===== config.mk =====
export PLATFORM = sky130hd
export DESIGN_NAME = edge_event_monitor
export DESIGN_NICKNAME = d
export VERILOG_FILES = /design/src/rtl/edge_event_monitor.sv
export SDC_FILE = /design/constraint.sdc
export NUM_CORES = 1
export LEC_CHECK = 0
export CORE_ASPECT_RATIO = 1.5
export CORE_MARGIN = 5
export CORE_UTILIZATION = 45
export CTS_CLUSTER_SIZE = 40
export DETAILED_ROUTE_END_ITERATION = 10
export PLACE_DENSITY = 0.82
export RECOVER_POWER = 100
export SYNTH_ARGS = -nofsm -noshare
export SYNTH_HDL_FRONTEND = slang
export SYNTH_SLANG_ARGS = --single-unit

===== constraint.sdc =====
create_clock -name clk -period 13.2 [get_ports clk]
set_input_delay 2.64 -clock clk [delete_from_list [all_inputs] [get_ports clk]]
set_output_delay 2.64 -clock clk [all_outputs]
set_load 0.02 [all_outputs]

===== src/rtl/edge_event_monitor.sv =====
// Multi-channel edge-event monitor with per-channel saturating counters,
// sticky/saturation flags and a count-down waiter that raises done after N events.
module edge_event_monitor #(
    parameter int NCH   = 4,
    parameter int CNT_W = 8
) (
    input  logic                 clk,
    input  logic                 rst,
    input  logic [NCH-1:0]       sig_in,
    input  logic [2*NCH-1:0]     mode,
    input  logic                 clear,
    input  logic                 arm,
    input  logic [NCH-1:0]       arm_mask,
    input  logic [CNT_W-1:0]     arm_target,
    output logic [NCH-1:0]       evt_pulse,
    output logic [NCH*CNT_W-1:0] evt_count,
    output logic [NCH-1:0]       evt_sticky,
    output logic [NCH-1:0]       cnt_sat,
    output logic                 busy,
    output logic                 done
);

    localparam int HW = $clog2(NCH + 1);
    localparam int CW = CNT_W + HW;
    localparam logic [CNT_W-1:0] CMAX = '1;

    typedef enum logic [1:0] {IDLE, WAIT, DONE} state_t;

    logic [NCH-1:0]   prev;
    logic [NCH-1:0]   match;
    logic [CNT_W-1:0] cnt [NCH];

    state_t           state, state_nxt;
    logic [CNT_W-1:0] remaining, remaining_nxt;
    logic [NCH-1:0]   mask, mask_nxt;
    logic [HW-1:0]    hits;

    // Detection uses the current mode, so a mode change affects this cycle's edge.
    always_comb begin
        match = '0;
        for (int i = 0; i < NCH; i++) begin
            case (mode[2*i +: 2])
                2'b01:   match[i] = sig_in[i] & ~prev[i];
                2'b10:   match[i] = ~sig_in[i] & prev[i];
                2'b11:   match[i] = sig_in[i] ^ prev[i];
                default: match[i] = 1'b0;
            endcase
        end
    end

    // prev follows sig_in in reset too, so releasing reset never fakes an edge.
    always_ff @(posedge clk) begin
        prev <= sig_in;
    end

    always_ff @(posedge clk) begin
        if (rst) begin
            evt_pulse <= '0;
        end else begin
            evt_pulse <= match;
        end
    end

    // clear takes priority over a coincident match; the pulse above still fires.
    always_ff @(posedge clk) begin
        for (int i = 0; i < NCH; i++) begin
            if (rst || clear) begin
                cnt[i]        <= '0;
                evt_sticky[i] <= 1'b0;
                cnt_sat[i]    <= 1'b0;
            end else if (match[i]) begin
                evt_sticky[i] <= 1'b1;
                if (cnt[i] == CMAX) begin
                    cnt_sat[i] <= 1'b1;
                end else begin
                    cnt[i]     <= cnt[i] + 1'b1;
                    cnt_sat[i] <= (cnt[i] == CMAX - 1'b1);
                end
            end
        end
    end

    always_comb begin
        for (int i = 0; i < NCH; i++) begin
            evt_count[i*CNT_W +: CNT_W] = cnt[i];
        end
    end

    always_comb begin
        hits = '0;
        for (int i = 0; i < NCH; i++) begin
            hits = hits + HW'(match[i] & mask[i]);
        end
    end

    // Arm restarts from any state; matches on the arm cycle are not counted.
    always_comb begin
        state_nxt     = state;
        remaining_nxt = remaining;
        mask_nxt      = mask;
        if (arm) begin
            mask_nxt      = arm_mask;
            remaining_nxt = arm_target;
            state_nxt     = (arm_target == '0) ? DONE : WAIT;
        end else if (state == WAIT) begin
            if (CW'(hits) >= CW'(remaining)) begin
                state_nxt     = DONE;
                remaining_nxt = '0;
            end else begin
                remaining_nxt = remaining - CNT_W'(hits);
            end
        end
    end

    always_ff @(posedge clk) begin
        if (rst) begin
            state     <= IDLE;
            remaining <= '0;
            mask      <= '0;
            busy      <= 1'b0;
            done      <= 1'b0;
        end else begin
            state     <= state_nxt;
            remaining <= remaining_nxt;
            mask      <= mask_nxt;
            busy      <= (state_nxt == WAIT);
            done      <= (state_nxt == DONE);
        end
    end

endmodule


==> results of run 1 <==
registers in the layout, summed over array words and instances (netlist names):
signal and cells:
busy 1, evt_sticky 4, mask 4, done 1, remaining 8, prev 4, evt_pulse 4, cnt 32
state 2, cnt_sat 4
path summary, 6_finish.rpt:
path         slack (ns)  cells past startpoint                  startpoint                    endpoint
max                6.45                     15                   sig_in[0]   remaining[7]$_SDFFE_PP0P_
min                0.45                      1  evt_sticky[1]$_SDFFE_PP0N_  evt_sticky[1]$_SDFFE_PP0N_
max reg2reg        9.05                     14             prev[0]$_DFF_P_   remaining[7]$_SDFFE_PP0P_
min reg2reg        0.45                      1  evt_sticky[1]$_SDFFE_PP0N_  evt_sticky[1]$_SDFFE_PP0N_
cell type report:
cell class / count / share of cell area [%]
Multi-Input combinational cell: 255 / 37.2
Sequential cell: 64 / 35.0
Timing Repair Buffer: 74 / 16.1
Clock buffer: 14 / 5.99
Tap cell: 102 / 2.79
Inverter: 19 / 1.56
Clock inverter: 2 / 1.31
worst reg2reg max path, delay by kind of cell (launching register included):
family | cells | cell delay (ns)
AOI/OAI and AO/OA | 3 | 0.89
adders and majority gates | 5 | 1.59
buffers and inverters | 1 | 0.05
DFF | 1 | 0.34
and+or+nand+nor | 5 | 1.18
where the power goes:
group          leakage [nW]  internal, W  switching (W)
logic                  1.05    0.0000334      0.0000415
registers             0.627     0.000221      0.0000121
clock network         0.163     0.000181      0.0000831
total                  1.84     0.000435       0.000137
synth_stat cells, drive strengths merged:
master	n	share of area, %
mux2i	4	1.2
fa	2	1.2
or3	1	0.18
o21ai	14	2.1
xnor2	9	2.3
ha	21	7.7
nand2	17	1.9
a221o	1	0.29
or2	2	0.37
o221ai	1	0.26
o211ai	5	1.1
nor2b	11	2.0
clkbuf	4	0.44
and3	2	0.37
a21boi	2	0.44
a21o	3	0.66
o21bai	1	0.22
a2111o	1	0.33
a211oi	1	0.22
o21a	5	1.1
nand2b	3	0.55
o31ai	2	0.44
nor3	2	0.29
or4	3	0.66
dfxtp	32	19
nor2	53	5.8
nor4b	1	0.44
and4	3	0.77
a311oi	2	0.51
a221oi	1	0.44
nor4	1	0.18
xor2	16	4.1
nor4bb	1	0.29
nand3	17	2.5
or4b	1	0.29
and2	9	1.7
nand3b	5	1.1
nand4	8	1.5
a21oi	10	1.5
inv	19	2.1
a31oi	5	0.92
a211o	8	2.1
buf	4	0.48
edfxtp	32	28
o22ai	1	0.18
layer usage:
layer,vias to the layer above,GRT usage (%)
li1,1396,-
met1,1326,17.9
met2,69,33.1
met3,25,5.02
met4,2,10.3
met5,-,0
kinds of logic after synthesis:
family          share of synthesized area, %
mux                                     1.17
compound gates                          12.7
fa+ha+maj                               8.88
xor+xnor                                6.42
simple gates                            20.8
flops                                   47.0
buf+inv                                 3.01
per-stage QoR:
| stage | cells | hold slack (ns) | area (sq um) | util (%) |
|---|---|---|---|---|
| 2_1_floorplan | 346 | 0.452 | 3410 | - |
| 3_3_place_gp | 514 | 0.446 | 4240 | 56.5 |
| 6_report | 530 | 0.453 | 4570 | 60.8 |
| 3_5_place_dp | 514 | 0.452 | 4240 | 56.5 |
| 5_1_grt | 530 | 0.479 | 4570 | 60.8 |
| 4_1_cts | 530 | 0.463 | 4580 | 60.9 |
==> results by group, run 1 <==
Run status
  – Status: complete, no violations

STA
  – Final setup violation count: 0
  – Worst Clk Skew: 0.00500 ns
  – Final worst slack: 6.45 ns
  – Final hold violations: 0
  – Setup_tns: 0 ns
  – RSZ-0062 raised after global routing: no
  – Max-slew violations: 0
  – Tcrit/Tclk final: 51.1%
  – Minimum clock period: 6.75 ns
  – Slew headroom: 22.0%
  – Worst-Margin Slew: 1.16 ns
  – Peak Freq: 0.148 GHz

Clock tree
  – TritonCTS buffer count: 9
  – H-tree Lvls: 3
  – Clk Latency, worst-skew pair: 0.33 ns
  – CTS tree: yes
  – Clock Tree Buf Depth: 2
  – Post-CTS Resized: 0
  – Reg clk slew, reported paths: 0.05 ns
  – Clock sinks: 64
  – Hold_buf cts: 0
  – Setup repair bufs after CTS: 0
  – CTS root buffer: clkbuf_16

Worst setup path
  – Startpoint Class: input port
  – Crit-path max FO: 5
  – Worst endpoint data arrival time: 6.98 ns
  – CP Cell Sequence: dlygate4sd3_1 -> inv_1 -> ha_1 -> nor2b_1 -> o21ai_0 -> nand2_1 -> and2_1 -> fa_1 -> ha_1 -> ha_1 -> fa_1 -> nand2b_1 -> a21o_1 -> or4_1 -> a311oi_1
  – Critical path's slowest cell: dlygate4sd3_1
  – CP Buf/Inv Count: 2
  – Largest stage delay, worst path: 0.58 ns
  – Delay-heaviest family, CP: adder cells
  – Worst path most repeated cell: ha_1
  – Critical path data required time: 13.44 ns
  – Crit end category: register
  – Crit Path Category: input port to register

Global routing
  – Vias in the first global route: 2821
  – Largest net degree at the start of global routing: 23
  – Global-route wire length before repair: 13.1 mm
  – Grt total ovfl: 0
  – Initial antenna violation count: 1
  – GRT Util Overall: 18.1%

Route
  – DR WL met2: 4.27 mm
  – Highest routed metal layer: met5
  – Final wirelength: 7.95 mm
  – Initial drt markers: 146
  – Avg Vias per Cell: 5.32
  – First-pass iteration count of the detailed router: 4
  – Vias: 2818
  – WL met3: 374 um
  – DRC violations left: 0
  – DR WL/cell: 15.0 um
  – Post-route ant nets: 0
  – Metal-1 WL: 3.00 mm

Layout
  – Storage element area: 1600 sq um
  – Area Overhead vs Synth: 34.1%
  – Most frequent cells in the layout: nor2_1, dlygate4sd3_1, dfxtp_1, edfxtp_1, clkdlybuf4s50_1
  – Share of layout cells above drive strength 1: 3.97%
  – Antenna diodes: 0
  – Commonest non-fill, non-tap cell in the layout: nor2_1
  – Multi-input logic area: 1700 sq um
  – Fillers: 653
  – # nets final: 474

Job
  – Max Cap Viol: 0

Yosys
  – Gate Count Post-Synth: 346
  – Syn Area/Cell: 9.85 sq um
  – Yosys cell types: 47
  – Yosys reg bits: 64
  – Syn Nets: 397
  – Register area share after synthesis: 47.0%
  – Ys Warns: 0
  – Cell Area, Synth: 3410 sq um

Die
  – Die span in x: 81.1 um
  – Num rows: 39
  – Die Area: 9450 sq um
  – Initial Util: 45.4%
  – Core region area: 7510 sq um
  – Die Span Y: 117 um
  – IO Pins: 74

Placement
  – Buffers on Ports: 73
  – Placement Setup Slack: 6.23 ns
  – Post-DP HPWL: 5.92 mm
  – Placer Congestion: 0.846

Pwr
  – Total power: 0.000572 W
  – Peak VDD IR: 0.0766 mV
  – Cell Pwr Density: 125 nW/um^2
  – Leakage power: 1.84 nW

Worst hold path
  – Hold WC Path Type: register to register
No activity file was read; power rests on OpenSTA's default activity.
==> run 2, diff against run 1 <==
==> constraint.sdc (replaced) <==
create_clock -name clk -period 6.5 [get_ports clk]
set_input_delay 1.3 -clock clk [delete_from_list [all_inputs] [get_ports clk]]
set_output_delay 1.3 -clock clk [all_outputs]
set_load 0.02 [all_outputs]
==> run 2 against run 1 <==
Compared with the run above: critical path depth unchanged; clock skew shrank 0.00074 ns; via count up 0.18%; global-route usage is 0.52 points lower; combinational power rose by 100%; total power rose by 97%; sequential power is 100% higher; largest power group unchanged; highest routed layer unchanged.
==> results by group, run 2 (same netlist as run 1, synthesis figures left out) <==
Route
  – DR WL/cell: 14.8 um
  – DR WL met2: 4.28 mm
  – WL met3: 311 um
  – Initial drt markers: 155
  – Metal-1 WL: 3.01 mm
  – Final wirelength: 7.82 mm
  – Avg Vias per Cell: 5.33
  – DRC violations left: 0
  – Vias: 2823
  – First-pass iteration count of the detailed router: 4
  – Post-route ant nets: 0
  – Highest routed metal layer: met5

Worst setup path
  – Crit end category: register
  – FF-to-FF End: remaining[7]$_SDFFE_PP0P_
  – Critical path's slowest cell: dlygate4sd3_1
  – Crit Path Category: input port to register
  – Reg2reg setup slack: 2.36 ns
  – Delay-heaviest family, CP: adder cells
  – CP Buf/Inv Count: 2
  – Startpoint Class: input port
  – Crit-path max FO: 5
  – Worst r2r path cells: 14
  – Largest stage delay, worst path: 0.57 ns
  – WP depth: 15
  – Critical path data required time: 6.73 ns
  – Crit path to: remaining[7]$_SDFFE_PP0P_
  – Startpoint of the worst-slack reg-to-reg timing path: prev[0]$_DFF_P_
  – Setup crit start: sig_in[0]
  – Worst endpoint data arrival time: 5.63 ns
  – Worst path most repeated cell: ha_1
  – CP Cell Sequence: dlygate4sd3_1 -> inv_1 -> ha_1 -> nor2b_1 -> o21ai_0 -> nand2_1 -> and2_0 -> fa_1 -> ha_1 -> ha_1 -> fa_1 -> nand2b_1 -> a21o_1 -> or4_1 -> a311oi_1

Placement
  – Post-DP HPWL: 5.91 mm
  – Placement Setup Slack: 0.859 ns
  – Buffers on Ports: 73
  – Placed cells: 514
  – Placer Congestion: 0.846

Layout
  – Antenna diodes: 0
  – Filler-free cell count of the finished design: 530
  – # nets final: 474
  – Commonest non-fill, non-tap cell in the layout: nor2_1
  – Max FFs per register: 32
  – Share of layout cells above drive strength 1: 4.21%
  – Largest regs: cnt: 32 flops, remaining: 8 flops
  – Most frequent cells in the layout: nor2_1, dlygate4sd3_1, dfxtp_1, edfxtp_1, clkdlybuf4s50_1
  – Reg with most FFs: cnt
  – Area Overhead vs Synth: 33.4%

STA
  – RSZ-0062 raised after global routing: no
  – Final hold violations: 0
  – Final setup violation count: 0
  – Tcrit/Tclk final: 83.1%
  – Final worst slack: 1.10 ns
  – Max-slew violations: 0
  – Worst Clk Skew: 0.00426 ns
  – Peak Freq: 0.185 GHz
  – Worst-Margin Slew: 1.19 ns
  – Minimum clock period: 5.40 ns
  – Setup_tns: 0 ns
  – Slew headroom: 19.6%

Clock tree
  – CTS tree: yes
  – Setup repair bufs after CTS: 0
  – Reg clk slew, reported paths: 0.05 ns
  – H-tree Lvls: 3
  – Post-CTS Resized: 0
  – TritonCTS buffer count: 9
  – Clk Latency, worst-skew pair: 0.33 ns
  – Clock Tree Buf Depth: 2
  – CTS root buffer: clkbuf_16
  – Clock sinks: 64
  – Hold_buf cts: 0

Pwr
  – Cell Pwr Density: 248 nW/um^2
  – Total power: 0.00113 W
  – Leakage power: 1.83 nW
  – Peak VDD IR: 0.154 mV

Die
  – Initial Util: 45.4%
  – Die Span Y: 117 um
  – IO Pins: 74
  – Die span in x: 81.1 um
  – Die Area: 9450 sq um
  – Num rows: 39
  – Core region area: 7510 sq um

Job
  – Max Cap Viol: 0

Run status
  – Status: complete, no violations

Global routing
  – Vias in the first global route: 2805
  – Initial antenna violation count: 1
  – Largest net degree at the start of global routing: 23
  – Global-route wire length before repair: 12.7 mm
  – Grt total ovfl: 0
  – GRT Util Overall: 17.6%

Worst hold path
  – Hold depth: 1
  – Hold WC Path Type: register to register
run 2: cell types whose count changed in the layout (fill, tap and decap cells not counted), sizes merged:
cell and delta:
clkinvlp +1, clkbuf -5, clkinv +4
run 2: final cells by class:
class | count | area (sq um)
timing repair buffer | 74 | 738
clock buffer | 9 | 225
clock inverter | 7 | 86.3
sequential | 64 | 1600
multi-input combinational | 255 | 1700
inverter | 19 | 71.3
fill | 679 | 2970
tap | 102 | 128
run 2: how the worst min path moves through the flow:
| stage | startpoint | end | slack [ns] |
|---|---|---|---|
| final | evt_sticky[1]$_SDFFE_PP0N_ | evt_sticky[1]$_SDFFE_PP0N_ | 0.45 |
| after detailed placement | evt_sticky[1]$_SDFFE_PP0N_ | evt_sticky[1]$_SDFFE_PP0N_ | 0.45 |
| after CTS | evt_sticky[1]$_SDFFE_PP0N_ | evt_sticky[1]$_SDFFE_PP0N_ | 0.46 |
| after floorplan | mask[0]$_SDFFE_PP0P_ | mask[0]$_SDFFE_PP0P_ | 0.45 |
| after global placement | evt_sticky[1]$_SDFFE_PP0N_ | evt_sticky[1]$_SDFFE_PP0N_ | 0.45 |
| after global routing | evt_sticky[2]$_SDFFE_PP0N_ | evt_sticky[2]$_SDFFE_PP0N_ | 0.48 |
run 2: metal layers:
layer	vias to the layer above	global-route usage, %
met1	1339	17.2
met5	-	0
met4	2	8.46
met2	68	33.1
li1	1396	-
met3	18	4.94
run 2: worst reg2reg max path, stage by stage, from the launching register on:
cell and delay (ns):
dfxtp_1 0.33, inv_1 0.05, ha_1 0.17, nor2b_1 0.12, o21ai_0 0.39, nand2_1 0.14, and2_0 0.21, fa_1 0.48
ha_1 0.21, ha_1 0.31, fa_1 0.43, nand2b_1 0.19, a21o_1 0.23, or4_1 0.52, a311oi_1 0.27
run 2: report_power, final:
part	internal (W)	total [W]	switching, W
clock	0.000332	0.000501	0.000170
sequential	0.000449	0.000474	0.0000251
combinational	0.0000678	0.000152	0.0000837
total	0.000848	0.00113	0.000278
run 2: metrics by stage:
step,hold WS [ns],utilization (%),instance area (sq um)
2_1_floorplan,0.452,-,3410
3_3_place_gp,0.446,56.5,4240
3_5_place_dp,0.452,56.5,4240
4_1_cts,0.464,60.6,4560
5_1_grt,0.479,60.5,4550
6_report,0.453,60.5,4550
